### config.mk
export PLATFORM = sky130hd
export DESIGN_NAME = uart_rx_flat
export DESIGN_NICKNAME = d
export VERILOG_FILES = /design/src/rtl/uart_pkg.sv /design/src/rtl/uart_rx_if.sv /design/src/rtl/uart_sync2.sv /design/src/rtl/uart_rx.sv /design/src/flat_wrapper.sv
export SDC_FILE = /design/constraint.sdc
export NUM_CORES = 1
export LEC_CHECK = 0
export ABC_AREA = 0
export CAP_MARGIN = 20
export CORE_MARGIN = 2
export CORE_UTILIZATION = 46
export DETAILED_ROUTE_END_ITERATION = 12
export DONT_BUFFER_PORTS = 1
export PLACE_DENSITY = 0.58
export SYNTH_ARGS = -nofsm -noshare
export SYNTH_HDL_FRONTEND = slang
export SYNTH_SLANG_ARGS = --single-unit
### constraint.sdc
create_clock -name i_clk -period 3.15 [get_ports i_clk]
set_input_delay 0.4725 -clock i_clk [delete_from_list [all_inputs] [get_ports i_clk]]
set_output_delay 0.4725 -clock i_clk [all_outputs]
set_load 0.02 [all_outputs]
### src/rtl/uart_pkg.sv
// rtl/uart_pkg.sv - shared UART framing defaults and receiver state encoding
package uart_pkg;

  localparam int DEF_TICKS_PER_BIT = 87;
  localparam int DEF_FRAME_WIDTH   = 64;

  typedef enum logic [2:0] {
    IDLE  = 3'd0,
    START = 3'd1,
    DATA  = 3'd2,
    STOP  = 3'd3,
    BREAK = 3'd4
  } rx_state_t;

endpackage

### src/rtl/uart_rx_if.sv
// rtl/uart_rx_if.sv - stream handshake carrying received UART words
interface uart_rx_if #(
  parameter int FRAME_WIDTH = 64
) ();

  logic [FRAME_WIDTH-1:0] tdata;
  logic                   tvalid;
  logic                   tready;

  modport master (output tdata, output tvalid, input tready);
  modport slave  (input tdata, input tvalid, output tready);

endinterface

### src/rtl/uart_sync2.sv
// rtl/uart_sync2.sv - two-flop synchroniser for async pins, resets to the idle-high level
module uart_sync2 (
  input  logic i_clk,
  input  logic i_rst,
  input  logic i_d,
  output logic o_q
);

  logic r_meta;
  logic r_sync;

  always_ff @(posedge i_clk) begin
    if (i_rst) begin
      r_meta <= 1'b1;
      r_sync <= 1'b1;
    end else begin
      r_meta <= i_d;
      r_sync <= r_meta;
    end
  end

  assign o_q = r_sync;

endmodule

### src/rtl/uart_rx.sv
// rtl/uart_rx.sv - UART receiver: 1 start, FRAME_WIDTH data bits LSB first, 1 stop, stream output
module uart_rx
  import uart_pkg::*;
#(
  parameter int TICKS_PER_BIT = DEF_TICKS_PER_BIT,
  parameter int FRAME_WIDTH   = DEF_FRAME_WIDTH
) (
  input  logic        i_clk,
  input  logic        i_rst,
  input  logic        i_rx,
  uart_rx_if.master   m_axis_rx,
  output logic        o_frame_err,
  output logic        o_overrun
);

  localparam int TW = $clog2(TICKS_PER_BIT) + 1;
  localparam int BW = $clog2(FRAME_WIDTH) + 1;
  localparam logic [TW-1:0] TICK_MID  = TW'(TICKS_PER_BIT / 2);
  localparam logic [TW-1:0] TICK_LAST = TW'(TICKS_PER_BIT - 1);
  localparam logic [BW-1:0] BIT_LAST  = BW'(FRAME_WIDTH - 1);

  logic                   w_rx_s;
  rx_state_t              r_state;
  logic [TW-1:0]          r_tick;
  logic [BW-1:0]          r_bit;
  logic [FRAME_WIDTH-1:0] r_shift;
  logic [FRAME_WIDTH-1:0] r_tdata;
  logic                   r_tvalid;
  logic                   r_frame_err;
  logic                   r_overrun;

  uart_sync2 u_sync (
    .i_clk (i_clk),
    .i_rst (i_rst),
    .i_d   (i_rx),
    .o_q   (w_rx_s)
  );

  always_ff @(posedge i_clk) begin
    if (i_rst) begin
      r_state     <= IDLE;
      r_tick      <= '0;
      r_bit       <= '0;
      r_shift     <= '0;
      r_tdata     <= '0;
      r_tvalid    <= 1'b0;
      r_frame_err <= 1'b0;
      r_overrun   <= 1'b0;
    end else begin
      r_frame_err <= 1'b0;
      r_overrun   <= 1'b0;
      if (r_tvalid && m_axis_rx.tready) r_tvalid <= 1'b0;

      case (r_state)
        IDLE: begin
          r_tick <= '0;
          r_bit  <= '0;
          if (!w_rx_s) r_state <= START;
        end

        START: begin
          if (r_tick == TICK_MID) begin
            r_tick  <= '0;
            r_bit   <= '0;
            r_state <= w_rx_s ? IDLE : DATA;
          end else begin
            r_tick <= r_tick + TW'(1);
          end
        end

        // Shift right so the first (LSB) bit ends up in bit 0 after the last sample.
        DATA: begin
          if (r_tick == TICK_LAST) begin
            r_tick  <= '0;
            r_shift <= {w_rx_s, r_shift[FRAME_WIDTH-1:1]};
            if (r_bit == BIT_LAST) begin
              r_bit   <= '0;
              r_state <= STOP;
            end else begin
              r_bit <= r_bit + BW'(1);
            end
          end else begin
            r_tick <= r_tick + TW'(1);
          end
        end

        // Leaving at mid-stop-bit leaves half a bit of margin for the next start edge.
        STOP: begin
          if (r_tick == TICK_LAST) begin
            r_tick <= '0;
            if (w_rx_s) begin
              if (!r_tvalid || m_axis_rx.tready) begin
                r_tdata  <= r_shift;
                r_tvalid <= 1'b1;
              end else begin
                r_overrun <= 1'b1;
              end
              r_state <= IDLE;
            end else begin
              r_frame_err <= 1'b1;
              r_state     <= BREAK;
            end
          end else begin
            r_tick <= r_tick + TW'(1);
          end
        end

        BREAK: begin
          r_tick <= '0;
          r_bit  <= '0;
          if (w_rx_s) r_state <= IDLE;
        end

        default: r_state <= IDLE;
      endcase
    end
  end

  assign m_axis_rx.tdata  = r_tdata;
  assign m_axis_rx.tvalid = r_tvalid;
  assign o_frame_err      = r_frame_err;
  assign o_overrun        = r_overrun;

endmodule
### src/flat_wrapper.sv
// flat-port wrapper written by rule: the top's interface ports become plain ports
module uart_rx_flat import uart_pkg::*;
#(
  parameter int TICKS_PER_BIT = DEF_TICKS_PER_BIT,
  parameter int FRAME_WIDTH   = DEF_FRAME_WIDTH
)
  (i_clk, i_rst, i_rx, o_frame_err, o_overrun, m_axis_rx_tdata, m_axis_rx_tvalid, m_axis_rx_tready);
  uart_rx_if #(.FRAME_WIDTH(FRAME_WIDTH)) m_axis_rx_i ();
  input  logic i_clk;
  input  logic i_rst;
  input  logic i_rx;
  output logic o_frame_err;
  output logic o_overrun;
  output wire logic [$bits(m_axis_rx_i.tdata)-1:0] m_axis_rx_tdata;
  output wire logic [$bits(m_axis_rx_i.tvalid)-1:0] m_axis_rx_tvalid;
  input wire logic [$bits(m_axis_rx_i.tready)-1:0] m_axis_rx_tready;
  assign m_axis_rx_tdata = m_axis_rx_i.tdata;
  assign m_axis_rx_tvalid = m_axis_rx_i.tvalid;
  assign m_axis_rx_i.tready = m_axis_rx_tready;
  uart_rx #(.TICKS_PER_BIT(TICKS_PER_BIT), .FRAME_WIDTH(FRAME_WIDTH)) u_core (.i_clk(i_clk), .i_rst(i_rst), .i_rx(i_rx), .m_axis_rx(m_axis_rx_i), .o_frame_err(o_frame_err), .o_overrun(o_overrun));
endmodule
Yosys cells after proc, flatten, opt, wreduce, memory -nomap -nowiden
Index checks and enable logic that the tools add are counted.
- eq/ne operators: 13
- bitwise operators: 3
- multiplexer cells: 23
- $add $sub $neg: 2
- reductions and logical operators: 14
- operator list (operator ; number):
    $pmux 8 s3 ; 1
    $mux 3 ; 7
    $mux 7 ; 3
    $pmux 7 s3 ; 1
    $mux 8 ; 2
    $pmux 3 s5 ; 1
    $add 8x1->8 const B ; 1
    $eq 8x6->1 const B ; 1
    $eq 8x7->1 const B ; 1
    $ne 2x1->1 const B ; 4
    $add 7x1->7 const B ; 1
    $eq 7x6->1 const B ; 1
    $mux 1 ; 7
    $eq 3x2->1 const B ; 2
    $reduce_and 6->1 ; 1
    $reduce_bool 3->1 ; 2
    $ne 2x2->1 const B ; 2
    $reduce_and 4->1 ; 1
    $reduce_or 2->1 ; 2
    $reduce_or 4->1 ; 1
    $eq 3x1->1 const B ; 1
    $eq 3x3->1 const B ; 1
    $logic_not 3->1 ; 1
    $not 1->1 ; 3
    7 further kinds ; 7
- word-level logic and storage cells: 65
- output and inout port bits: 67
- bits of input ports: 4
- register bits after elaboration: 151

Depth between registers and ports, before layout
Gate-level depths: netlist (run 1).
- word-level depth: 6
- gate-level depth with buffers: 9
- depth with buffers taken out: 7

By module
From an unflattened synthesis (run 1), not the netlist that was laid out.
- cells, all modules: 703
- area, all modules: 5652.9 um^2
- by module, submodules not included (module ; instances ; cells each ; seq. area each (um^2) ; area an instance (um^2)):
    uart_rx ; 1 ; 699 ; 2982.9 ; 5600.4
    uart_sync2 ; 1 ; 4 ; 40.0 ; 52.6

Least setup slack after synthesis (run 1)
Ideal clock, no wire load.
- path kind: flip-flop to flip-flop
- start point: register u_core.r_tick[0]
- end point: register u_core.r_bit[3]
- arrival: 1.974 ns
- library setup time: 0.074 ns
- stages on the path, launching flop included: 7
- period minus slack after synthesis: 2.049 ns
- setup slack: 1.101 ns
- buffers on the path: 0
- required time: 3.076 ns
- path through: dfxtp_1 > ha_1 > nand4bb_1 > or4_4 > o21a_4 > or4b_1 > a31oi_1
- word-level cells in the longest chain between the ends: 3
- elaborated cells on any way between the ends: 5
- classes of those cells: 4 x eq/ne; 1 x reduce/logical
- RTL lines (what ; RTL line ; text):
    start, declared ; uart_rx.sv:24 ; logic [TW-1:0] r_tick;
    start signal, assigned ; uart_rx.sv:67 ; r_tick <= r_tick + TW'(1);
    start signal, assigned ; uart_rx.sv:83 ; r_tick <= r_tick + TW'(1);
    start signal, assigned ; uart_rx.sv:104 ; r_tick <= r_tick + TW'(1);
    $eq 8x7->1 / $eq 8x6->1 (equally long branches) ; uart_rx.sv:73, uart_rx.sv:62 ;
    $ne 2x1->1 (no line) ; n/a ;
    $reduce_and 3->1 (no line) (*) ; n/a ;
    end signal, assigned ; uart_rx.sv:80 ; r_bit <= r_bit + BW'(1);
    end, declared ; uart_rx.sv:25 ; logic [BW-1:0] r_bit;
Mark *: on every way between the ends. The rest lies on a longest branch, timed or not.
A chain may end at the register's enable or synchronous reset.

Worst setup path in the final report (run 1)
- start point: register u_core.r_tick[2]
- end point: register u_core.r_shift[13]
- word-level cells in the longest chain between the ends: 2
- RTL lines (what ; RTL line ; text):
    $eq 8x7->1 ; uart_rx.sv:73 ; if (r_tick == TICK_LAST) begin
    $reduce_and 2->1 (no line) ; n/a ;
    end signal, assigned ; uart_rx.sv:75 ; r_shift <= {w_rx_s, r_shift[FRAME_WIDTH-1:1]};
    end, declared ; uart_rx.sv:26 ; logic [FRAME_WIDTH-1:0] r_shift;
No other way between the ends.

==> metrics list, run 1 <==
* Status: finished clean
- Transition time at the pin with the least slew margin: 649 ps
* Wire per inst: 13.3 um
- Max-Slew Margin vs Limit: 56.7%
- Final routed wirelength across all metal layers: 11.0 mm
- Level count of the clock H-tree: 4
- For this run, the top clock speed supported by timing is 415 MHz.
* P_sw: 781 uW
- For this run, design rule violations remaining after detail routing come to 0.
* Pleak: 0.00194 uW
- Across all register-to-register paths, the minimum setup slack is 740 ps.
- The path class of the tightest hold or removal check is input pin to register.
- From synthesis to final layout, the design area changed by 11.7%.
- Non-filler instance count after layout: 830
- Chip width: 114 um
- In this run the mean area of a mapped cell was 7.96 um2.
* Category of the most critical setup path: register to register
- Clk Latency, worst-skew pair: 410 ps
* Placement Rows: 40
- Core area: 0.0119 mm2
* Clock transition at the registers of the reported paths: 60 ps
- Yosys warns: 0
* Critical Path Start Type: register
- After the last flow step, the layout net total stands at 679.
- All-layer global routing usage: 18.0%
- Final min period: 2410 ps
- Share of final-layout standard cells stronger than drive strength 1: 6.30%
- Prior to clock tree synthesis, the placed netlist has a worst setup slack of 777 ps.
- After detailed routing, the number of vias per cell comes to 5.23.
* Setup TNS after final layout: 0 ps
- In this run the power density over the cells is 628 mW/mm2.
- For this configuration, the core starts out at a cell density of 46.6%.
- 1st-iter DRT viols: 247
- Post-route setup slack: 739 ps
* Cell area after synthesis: 0.00553 mm2
* Number of input and output port buffers inserted: 0
- The first global-routing pass estimated 18.8 mm of wire.
- Setup violations remaining at the end of the flow were counted as 0.
* Relative contribution of the clock network to total power: 50.3%
- The tool flagged a number of max-cap violations equal to 0.
- Part of the total power dissipated in sequential elements: 49.4%
* Vias in the first global route: 4,048
- The number of different library cells used by synthesis comes to 42.
- IO Count: 71
* Final instance area: 0.00617 mm2
- After detailed placement, the design holds a cell count of 799.
* Register bit total from synthesis: 151
- Synthesis produced a netlist whose cell count is 695.
* Maximum clock path buffer count: 2
- Period utilization: 76.6%
- The final hold violation count came to 0.
- Net switching share of the total power: 20.1%
* Nets in the synthesized netlist: 702
- The floorplan step set the die height to 114 um.
- Pin count of the biggest net entering global routing: 148
* Share of the core filled with cells: 52.0%
* Area of the die: 0.0129 mm2
- 0 antenna diodes ended up in the layout.
- Antenna violations before repair: 0
- Number of detailed-route iterations in the first pass: 7
- Buffer count from post-CTS setup fixing: 0
- Gr ovfl total: 0
* Overall via count from detail_route: 4,342
* RSZ-0062 raised after global routing: false
- Part of the Yosys area used for sequential elements: 54.7%
- The count of nets left with antenna violations once routing finished came out at 0.
- At the worst endpoint, the required time is 3440 ps.
- Post-CTS repair changed the size of 0 cells.
- STA puts the critical path data arrival time at 2700 ps.
- Number of buffers inserted during clock tree synthesis: 17
* Internal power: 3100 uW
* Fraction of power consumed by combinational cells: 0.3%
- Max-slew violation total from the final report: 0
* Count of hold-fix buffers inserted at cts: 0
- Clock sinks: 151
- Placement-stage cell area: 0.00560 mm2
* Root Driver: sky130_fd_sc_hd__clkbuf_16
* TritonCTS clock tree: built
* Detailed placement HPWL: 6.50 mm
* Worst-path maximum fanout: 37
- Across the routed clock network, the largest skew measured is 7.56 ps.
- STA classifies the critical path endpoint as a register.
- Fill cells in the final layout number 1,179.
- The worst-case IR drop observed on VDD is 0.334 mV.
- The congestion estimate from routability-driven global placement came to 0.779.
==> registers in the layout, summed over array words and instances, names as in the netlist <==
name and flops:
u_core.o_frame_err 1, u_core.m_axis_rx.tvalid 1, u_core.u_sync.r_meta 1, u_core.r_state 3, u_core.o_overrun 1, u_core.r_shift 64
u_core.r_bit 7, u_core.u_sync.o_q 1, u_core.r_tick 8, u_core.m_axis_rx.tdata 64
==> worst max-delay path: stages (launching register included) <==
cell and delay, ps:
sky130_fd_sc_hd__dfxtp_1 440, sky130_fd_sc_hd__nor3b_1 410, sky130_fd_sc_hd__and2_1 350, sky130_fd_sc_hd__nand3_2 530
sky130_fd_sc_hd__buf_12 390, sky130_fd_sc_hd__nand2_1 80, sky130_fd_sc_hd__a21oi_1 70
==> layer usage <==
metal	track usage [%]	vias up	wire, um
li1	-	2247	-
met1	23.2	2000	5240
met2	27.4	86	4960
met3	7.01	9	704
met4	6.67	0	104
met5	0	-	0
==> placed cells by master (no fill, tap or decap), drive strengths merged, types with 3 or more instances in the layout <==
cell type / n
nor3b: 3
o21ai: 7
xnor2: 4
clkinvlp: 3
nor2: 13
nor3: 6
nand2: 267
nand3: 7
dfxtp: 151
or2: 3
a21oi: 131
ha: 3
buf: 5
clkinv: 5
nand4: 7
nor2b: 4
o21a: 3
nand2b: 4
clkbuf: 20
inv: 5
==> per-stage QoR <==
stage / total power, uW / hold slack (ps)
after global routing: 4010 / 117
after global placement: 1970 / 395
after CTS: 3930 / 118
after floorplan: 1990 / 389
after detailed placement: 1970 / 394
final: 3880 / 161
==> Yosys cell counts <==
| cell | instances | area, um2 |
|---|---|---|
| sky130_fd_sc_hd__a211oi_1 | 1 | 7.51 |
| sky130_fd_sc_hd__a21oi_1 | 131 | 656 |
| sky130_fd_sc_hd__a221oi_1 | 1 | 8.76 |
| sky130_fd_sc_hd__a2bb2oi_1 | 2 | 17.5 |
| sky130_fd_sc_hd__a31oi_1 | 2 | 12.5 |
| sky130_fd_sc_hd__a32oi_1 | 1 | 8.76 |
| sky130_fd_sc_hd__a41o_1 | 1 | 10.0 |
| sky130_fd_sc_hd__and2_1 | 2 | 12.5 |
| sky130_fd_sc_hd__and3_1 | 1 | 6.26 |
| sky130_fd_sc_hd__and3b_1 | 1 | 8.76 |
| sky130_fd_sc_hd__and4b_1 | 1 | 10.0 |
| sky130_fd_sc_hd__buf_2 | 14 | 70.1 |
| sky130_fd_sc_hd__clkbuf_1 | 34 | 128 |
| sky130_fd_sc_hd__dfxtp_1 | 151 | 3020 |
| sky130_fd_sc_hd__ha_1 | 3 | 37.5 |
| sky130_fd_sc_hd__inv_1 | 4 | 15.0 |
| sky130_fd_sc_hd__mux2i_1 | 2 | 20.0 |
| sky130_fd_sc_hd__nand2_1 | 267 | 1000 |
| sky130_fd_sc_hd__nand2b_1 | 4 | 25.0 |
| sky130_fd_sc_hd__nand3_1 | 7 | 35.0 |
| sky130_fd_sc_hd__nand3b_1 | 1 | 7.51 |
| sky130_fd_sc_hd__nand4_1 | 7 | 43.8 |
| sky130_fd_sc_hd__nand4bb_1 | 1 | 11.3 |
| sky130_fd_sc_hd__nor2_1 | 13 | 48.8 |
| sky130_fd_sc_hd__nor2b_1 | 4 | 25.0 |
| sky130_fd_sc_hd__nor3_1 | 6 | 30.0 |
| sky130_fd_sc_hd__nor3b_1 | 3 | 22.5 |
| sky130_fd_sc_hd__nor4_1 | 1 | 6.26 |
| sky130_fd_sc_hd__o211ai_1 | 1 | 7.51 |
| sky130_fd_sc_hd__o21a_1 | 2 | 15.0 |
| sky130_fd_sc_hd__o21a_4 | 1 | 15.0 |
| sky130_fd_sc_hd__o21ai_0 | 7 | 35.0 |
| sky130_fd_sc_hd__o311ai_0 | 1 | 8.76 |
| sky130_fd_sc_hd__o31a_1 | 1 | 8.76 |
| sky130_fd_sc_hd__o41ai_1 | 2 | 17.5 |
| sky130_fd_sc_hd__or2_2 | 3 | 18.8 |
| sky130_fd_sc_hd__or3_1 | 2 | 12.5 |
| sky130_fd_sc_hd__or4_1 | 1 | 7.51 |
| sky130_fd_sc_hd__or4_4 | 1 | 11.3 |
| sky130_fd_sc_hd__or4b_1 | 1 | 10.0 |
| sky130_fd_sc_hd__xnor2_1 | 4 | 35.0 |
| sky130_fd_sc_hd__xor2_1 | 2 | 17.5 |
==> cell type report <==
class	instances	area (um2)	area share (%)
well taps	147	184	2.98
clock inverters	11	128	2.07
repair buffers	6	67.6	1.09
clock buffers	19	443	7.17
multi-input cells	492	2310	37.5
flip-flops and latches	151	3020	49.0
inverters	4	15.0	0.243
==> path summary, 6_finish.rpt <==
check / startpoint / end / cells past startpoint
max reg2reg: u_core.r_tick[2] / u_core.r_shift[13] / 6
min: i_rx / u_core.u_sync.r_meta / 1
max: u_core.r_tick[2] / u_core.r_shift[13] / 6
min reg2reg: u_core.u_sync.r_meta / u_core.u_sync.o_q / 1
==> power by group through the flow <==
stage	sequential (uW)	combinational, uW	clock [uW]
after floorplan	1950	36.9	0
after global placement	1960	12.8	0
after detailed placement	1960	12.7	0
after CTS	1920	12.9	2000
after global routing	1920	14.4	2080
final	1920	12.9	1950
==> logic make-up (layout without fill, tap and decap cells) <==
logic type / Yosys count / count (layout) / share of synthesized area, %
muxes: 2 / 2 / 0.362
DFF: 151 / 151 / 54.7
and+or+nand+nor: 327 / 327 / 24.5
AOI/OAI and AO/OA: 154 / 154 / 15.0
xor gates and xnor gates: 6 / 6 / 0.950
adders and majority gates: 3 / 3 / 0.679
buffers and inverters: 52 / 40 / 3.85
No activity file was read; power rests on OpenSTA's default activity.
==> inputs of run 2 (changes only) <==
PLACE_DENSITY = 0.6   (was 0.58)
clock period = 2.1 ns   (was 3.15 ns; I/O delays follow)
==> metrics list, run 2 (synthesis results as in run 1) <==
- Critical Path Start Type: register
* Hold path endpoint: u_core.r_bit[1]
* Global routing met1 resource utilization: 22.9%
- The clock net in this run drives a total of 151 sinks.
* Count of nets left with antenna violations after detail routing: 0
* RSZ-0062 raised after global routing: true
* Number of buffers inserted during clock tree synthesis: 17
- In the final layout, the share of cells above drive strength 1 is 8.79%.
- The worst setup path is of the register to register kind.
- In this run, the number of DRC markers left after iteration 0 of detailed routing was 224.
- Wire per inst: 13.9 um
- Compared with the post-synthesis result, the final layout area differs by 16.7%.
- Derived from the worst setup path, the maximum achievable clock frequency is 501 MHz.
* Final Hold Violating Endpoints: 0
- Vias in the first global route: 4,029
- Maximum clock path buffer count: 2
* Number of detailed-route iterations in the first pass: 6
- Count of endpoints failing setup in the final report: 0
- Buffer count from post-CTS setup fixing: 0
* Most used cells in the layout excluding fill and tap cells: sky130_fd_sc_hd__nand2_1 (267), sky130_fd_sc_hd__dfxtp_1 (150), sky130_fd_sc_hd__a21oi_1 (131), sky130_fd_sc_hd__clkbuf_16 (17), sky130_fd_sc_hd__buf_4 (13)
- CP endpoint kind: register
* Start point of the worst hold path: i_rst
- Reg2reg start: u_core.r_tick[0]
* Detailed placement HPWL: 6.74 mm
* Highest cell delay on the worst timing path: 500 ps
* Worst endpoint data arrival time: 2350 ps
- The slowest stage of the critical path belongs to the cell sky130_fd_sc_hd__or4b_1.
- During I/O placement, the number of pins put on the boundary was 71.
- Global routing finished with a remaining overflow of 0.
- The number of slew-limit violations in the final report was 0.
* Placer congestion estimate: 0.798
- Number of nets in the final layout: 699
- Max-Slew Margin vs Limit: 53.7%
- Crit-path cells: buf_4 -> inv_1 -> ha_1 -> and4b_1 -> nand2_1 -> o21a_4 -> or4b_1 -> a31oi_1
- In this run the static leakage power is 0.00209 uW.
- Final min period: 2000 ps
- Global routing usage on met2: 28.2%
* Antenna violations before repair: 0
- Worst r2r dst: u_core.r_bit[3]
- Of the available clock period, the critical path in the final layout requires 95.1%.
* Min-delay worst type: input pin to register
- Post-route setup slack: 103 ps
- Number of input and output port buffers inserted: 0
- # Max-Cap Violations: 0
- Starting Density: 46.6%
- The total area inside the core boundary comes to 0.0119 mm2.
- On the final layout, the worst clock skew is 5.58 ps.
- Measured in cells, the most critical reg-to-reg path has a length of 8.
- In this run the cell area measured after placement is 0.00572 mm2.
- Entering global routing, the biggest net connects 148 pins.
- Critical path origin: u_core.r_tick[0]
* Final instance area: 0.00645 mm2
- For the pin with the worst max-slew slack, the measured transition is 693 ps.
* Chip width: 114 um
- Non-filler instance count after layout: 852
- Drt drc: 0
* Cell depth of the worst min-delay path: 2
- Most crowded layer after global routing: met2
- The tree is rooted in a sky130_fd_sc_hd__clkbuf_16.
* Area of the die: 0.0129 mm2
- Worst reg2reg setup slack: 100 ps
- Number of placed instances with taps included: 812
* All-layer global routing usage: 17.9%
* DP Worst Slack: 34.9 ps
- The H-tree was split into 4 levels.
- Via density per instance: 5.21
* Floorplan die height: 114 um
- The run finished with clean final reports.
- At the worst endpoint, the required time is 2450 ps.
- For this design the ratio of total power to cell area is 940 mW/mm2.
- TritonCTS clock tree: built
- Global routing used 5.05% of the available met3 tracks.
- The floorplan has 40 rows.
- In this run the worst path has a maximum fanout of 5.
- Clk Latency, worst-skew pair: 420 ps
- Wires add up to 11.9 mm.
* Global-route wire length before repair: 18.6 mm
- VDD sags by at most 0.622 mV.
- Antenna cells: 0
- Leading cell type in the layout, fill and taps excluded: sky130_fd_sc_hd__nand2_1
- After clock tree synthesis, the clock-pin slew on the worst setup and hold paths is 60 ps.
- Summing over every cut layer, the via total after detailed routing is 4,442.
## run 2: changes by cell type in the layout (fill, tap and decap cells not counted), sizes merged
cell | before | now
clkinvlp | 3 | 1
bufinv | 2 | 3
buf | 5 | 20
clkinv | 5 | 7
dlygate4sd3 | 0 | 6
## run 2: worst max-delay path by stage
stage	endpoint	slack, ps
after floorplan	u_core.r_bit[3]	50
after global placement	u_core.r_bit[3]	90
after detailed placement	u_core.r_bit[3]	30
after CTS	u_core.r_bit[3]	40
after global routing	u_core.m_axis_rx.tdata[40]	-20
final	u_core.r_bit[3]	100
## run 2: area by class of cell
type                            count  area [um2]
Sequential cell                   151        3020
Multi-Input combinational cell    492        2320
Timing Repair Buffer               26         297
Fill cell                        1125        5410
Clock buffer                       20         467
Clock inverter                     12         149
Inverter                            4        15.0
Tap cell                          147         184
## run 2: stage by stage
step                      hold slack [ps]  util, %  power [uW]  setup TNS [ps]
final                                77.1     54.4        6060               0
after global routing                 82.7     54.4        6240            -171
after CTS                           -44.7     53.7        6070               0
after detailed placement              399     48.2        2960               0
after global placement                395     48.2        2960               0
after floorplan                       389        -        2990               0
## run 2: critical path, delay by kind of cell (launching register included)
kind                       cells  cell delay [ps]
DFF                            1              310
AOI/OAI and AO/OA              2              400
and+or+nand+nor                3              900
buffers and inverters          2              190
adders and majority gates      1              130
## run 2: timing repair
action / CTS / global route
gates resized for setup: 0 / 3
hold buffers: 3 / 5
hold endpoints to repair: 139 / 48
setup endpoints to repair: 0 / 8
## run 2: routing by layer
metal | wire length, um | part of all wire [%] | up-vias
met2 | 5400 | 46 | 76
met1 | 5800 | 49 | 2063
met4 | 184 | 1.6 | 0
li1 | - | - | 2286
met3 | 482 | 4.1 | 17
met5 | 0 | 0 | -
## run 2: where the power goes
| part | leakage, uW | switching (uW) | internal, uW |
|---|---|---|---|
| registers | 0.00122 | 5.28 | 2870 |
| logic | 0.000564 | 57.2 | 25.9 |
| clock network | 0.000306 | 1150 | 1960 |
| total | 0.00209 | 1210 | 4850 |
==> inputs of run 3 (changes only) <==
--- a/config.mk
+++ b/config.mk
@@ -8,4 +8,5 @@
 export ABC_AREA = 0
 export CAP_MARGIN = 20
+export CORE_ASPECT_RATIO = 1.2
 export CORE_MARGIN = 2
 export CORE_UTILIZATION = 46
==> constraint.sdc (replaced) <==
create_clock -name i_clk -period 2.1 [get_ports i_clk]
set_input_delay 0.21 -clock i_clk [delete_from_list [all_inputs] [get_ports i_clk]]
set_output_delay 0.21 -clock i_clk [all_outputs]
set_load 0.02 [all_outputs]
==> metrics list, run 3 (synthesis results as in run 1) <==
- Status: finished, violations left
- Counting along the longest clock path gives a buffer depth of 2.
- Starting Density: 47.6%
- Sequential cells account for 49.9% of the total power.
* Pleak: 0.00209 uW
- Capture point of the critical path: u_core.r_bit[3]
* Root Driver: sky130_fd_sc_hd__clkbuf_16
* Cell depth of the worst min-delay path: 1
- The via count of the first global-routing pass came to 4,166.
* Worst r2r dst: u_core.r_bit[3]
- 71 I/O pins were placed.
- In this run the critical register-to-register path is launched from u_core.r_tick[0].
- The die is 104 um wide.
- Max-slew violation total from the final report: 0
- Transition time at the pin with the least slew margin: 415 ps
- The internal power of the cells totals 4580 uW.
- In this design, the stage delay of the slowest critical-path cell is 510 ps.
- Clock transition at the registers of the reported paths: 60 ps
- Relative contribution of the clock network to total power: 49.5%
- The checks that failed: negative hold slack.
- Before CTS, the worst setup slack after placement is 53.7 ps.
- Worst Clk Skew: 13.7 ps
- For this block, the routed nets add up to 12.5 mm of wire.
- The setup path with the least slack is of type register to register.
- Total power for the finished layout comes to 5750 uW.
- The worst hold path belongs to the class input pin to register.
- In this run the worst path has a maximum fanout of 5.
- RSZ-0062 raised after global routing: true
- Most crowded layer after global routing: met2
- Setup slack closes at 84.7 ps.
- Number of buffers inserted during clock tree synthesis: 17
- Detailed placement HPWL: 6.60 mm
- Critical path depth: 8
- Wire per inst: 14.5 um
- The filler cells instantiated in the layout total 1,102.
- Global routing consumed, over all layers together, 18.1% of the routing resources.
- In this run the standard cell core region covers 0.0116 mm2.
- Global-route wire length before repair: 18.9 mm
- Clk Latency, worst-skew pair: 420 ps
* Gr ovfl total: 0
* P_sw: 1170 uW
- Measured on the finished design, the core utilization comes to 56.1%.
- Worst-case vdd ir drop: 0.434 mV
- Max frequency: 496 MHz
* Floorplan die height: 124 um
- TritonCTS built the clock tree.
- The final hold violation count is 65.
- Level count of the clock H-tree: 4
* Number of nets in the final layout: 704
* Data required time at the worst endpoint: 2430 ps
- Met3 track utilization from global routing: 6.33%
* Worst-case reg-to-reg path depth: 8
- Global routing met1 resource utilization: 21.2%
* Worst endpoint data arrival time: 2340 ps
- In this run the worst setup path begins at u_core.r_tick[0].
- Largest delay contributor family on the critical path: simple AND/OR/NAND/NOR gates
* Count of nets left with antenna violations after detail routing: 0
- The number of antenna diodes in the final layout is 0.
* Number of detailed-route iterations in the first pass: 5
- Hold repair after CTS inserted 6 buffers.
- 1st-iter DRT viols: 348
- Row generation in the floorplan step produced 43 rows.
- In this run the tool buffered the top-level ports with 0 buffer cells.
- STA classifies the critical path endpoint as a register.
- The floorplan step defined a die boundary enclosing 0.0129 mm2.
* Clock sinks: 151
- Across all hold checks on the routed design, the worst slack comes to -136 ps.
* PwrDens: 883 mW/mm2
- Antenna violations before repair: 0
- Layout-stage area growth over the synthesis result: 17.9%
- Worst reg2reg setup slack: 80 ps
* Drt drc: 0
* Bufs and invs on worst path: 2
* Max-Slew Margin vs Limit: 72.1%
- For this block, the via count after detailed routing is 4,529.
* Period utilization: 96.0%
- Slowest cell on crit path: sky130_fd_sc_hd__or4b_1
- In this run the most critical hold path is launched from i_rst.
- Across the run, the number of max-cap violations was 0.
- The signal on the critical path passes through buf_4 -> inv_1 -> ha_1 -> and4b_2 -> nand2_2 -> o21a_4 -> or4b_1 -> a31oi_1.
- In the routed layout, each cell is associated on average with a via count of 5.22.
- Global routing usage on met2: 30.6%
- Final min period: 2020 ps
- Count of endpoints failing setup in the final report: 0
- Most used cells in the layout excluding fill and tap cells: sky130_fd_sc_hd__nand2_1 (266), sky130_fd_sc_hd__dfxtp_1 (150), sky130_fd_sc_hd__a21oi_1 (130), sky130_fd_sc_hd__clkbuf_16 (21), sky130_fd_sc_hd__buf_4 (14)
- Entering global routing, the biggest net connects 148 pins.
- Placer congestion estimate: 0.799
- Critical Path Start Type: register
- Share of final-layout standard cells stronger than drive strength 1: 9.72%
* Net switching share of the total power: 20.4%
- Leading cell type in the layout, fill and taps excluded: sky130_fd_sc_hd__nand2_1
- Fraction of power consumed by combinational cells: 0.6%
## run 3: cell count changes in the layout (fill, tap and decap cells not counted), sizes merged
cell and change:
clkinv -2, buf +1, clkbuf +6, bufinv -2, clkinvlp +2
## run 3: metrics by stage
stage | hold slack (ps) | setup TNS (ps) | area (um2) | cells
6_report | -136 | 0 | 6520 | 867
4_1_cts | -144 | 0 | 6360 | 859
2_1_floorplan | 314 | 0 | 5530 | 695
3_3_place_gp | 291 | 0 | 5740 | 821
5_1_grt | -147 | -1430 | 6520 | 867
3_5_place_dp | 293 | 0 | 5740 | 821
## run 3: final cells by class
class                      instances  area, um2  share of cell area, %
timing repair buffer              31        392                   6.01
clock buffer                      22        464                   7.12
clock inverter                    10       97.6                   1.50
inverter                           4       15.0                  0.230
tap                              157        196                   3.01
sequential                       151       3020                   46.4
multi-input combinational        492       2330                   35.7
## run 3: timing repair
| action | CTS | global route |
|---|---|---|
| setup endpoints to repair | 0 | 64 |
| hold endpoints to repair | 143 | 138 |
| buffers inserted | 0 | 3 |
| gates resized for setup | 0 | 9 |
## run 3: worst reg2reg max path, stage by stage (launching register included)
cell	delay, ps
sky130_fd_sc_hd__dfxtp_2	320
sky130_fd_sc_hd__buf_4	140
sky130_fd_sc_hd__inv_1	50
sky130_fd_sc_hd__ha_1	130
sky130_fd_sc_hd__and4b_2	280
sky130_fd_sc_hd__nand2_2	90
sky130_fd_sc_hd__o21a_4	230
sky130_fd_sc_hd__or4b_1	510
sky130_fd_sc_hd__a31oi_1	180
## run 3: power by group through the flow
stage               clock, uW  sequential (uW)  combinational (uW)
global placement            0             2930                26.9
floorplan                   0             2930                55.3
global route             3030             2870                34.6
detailed placement          0             2930                27.2
finish                   2850             2870                31.8
CTS                      2900             2870                31.5
## run 3: how the worst min path moves through the flow
stage	slack (ps)	endpoint
after floorplan	310	u_core.u_sync.r_meta
after global placement	290	u_core.m_axis_rx.tvalid
after detailed placement	290	u_core.m_axis_rx.tvalid
after CTS	-140	u_core.m_axis_rx.tdata[53]
after global routing	-150	u_core.m_axis_rx.tdata[60]
final	-140	u_core.r_shift[53]
## run 3: per-layer routing
metal	share of wire, %	routed length, um
met4	0.85	107
met3	5.7	710
met2	49	6100
met5	0	0
met1	45	5640
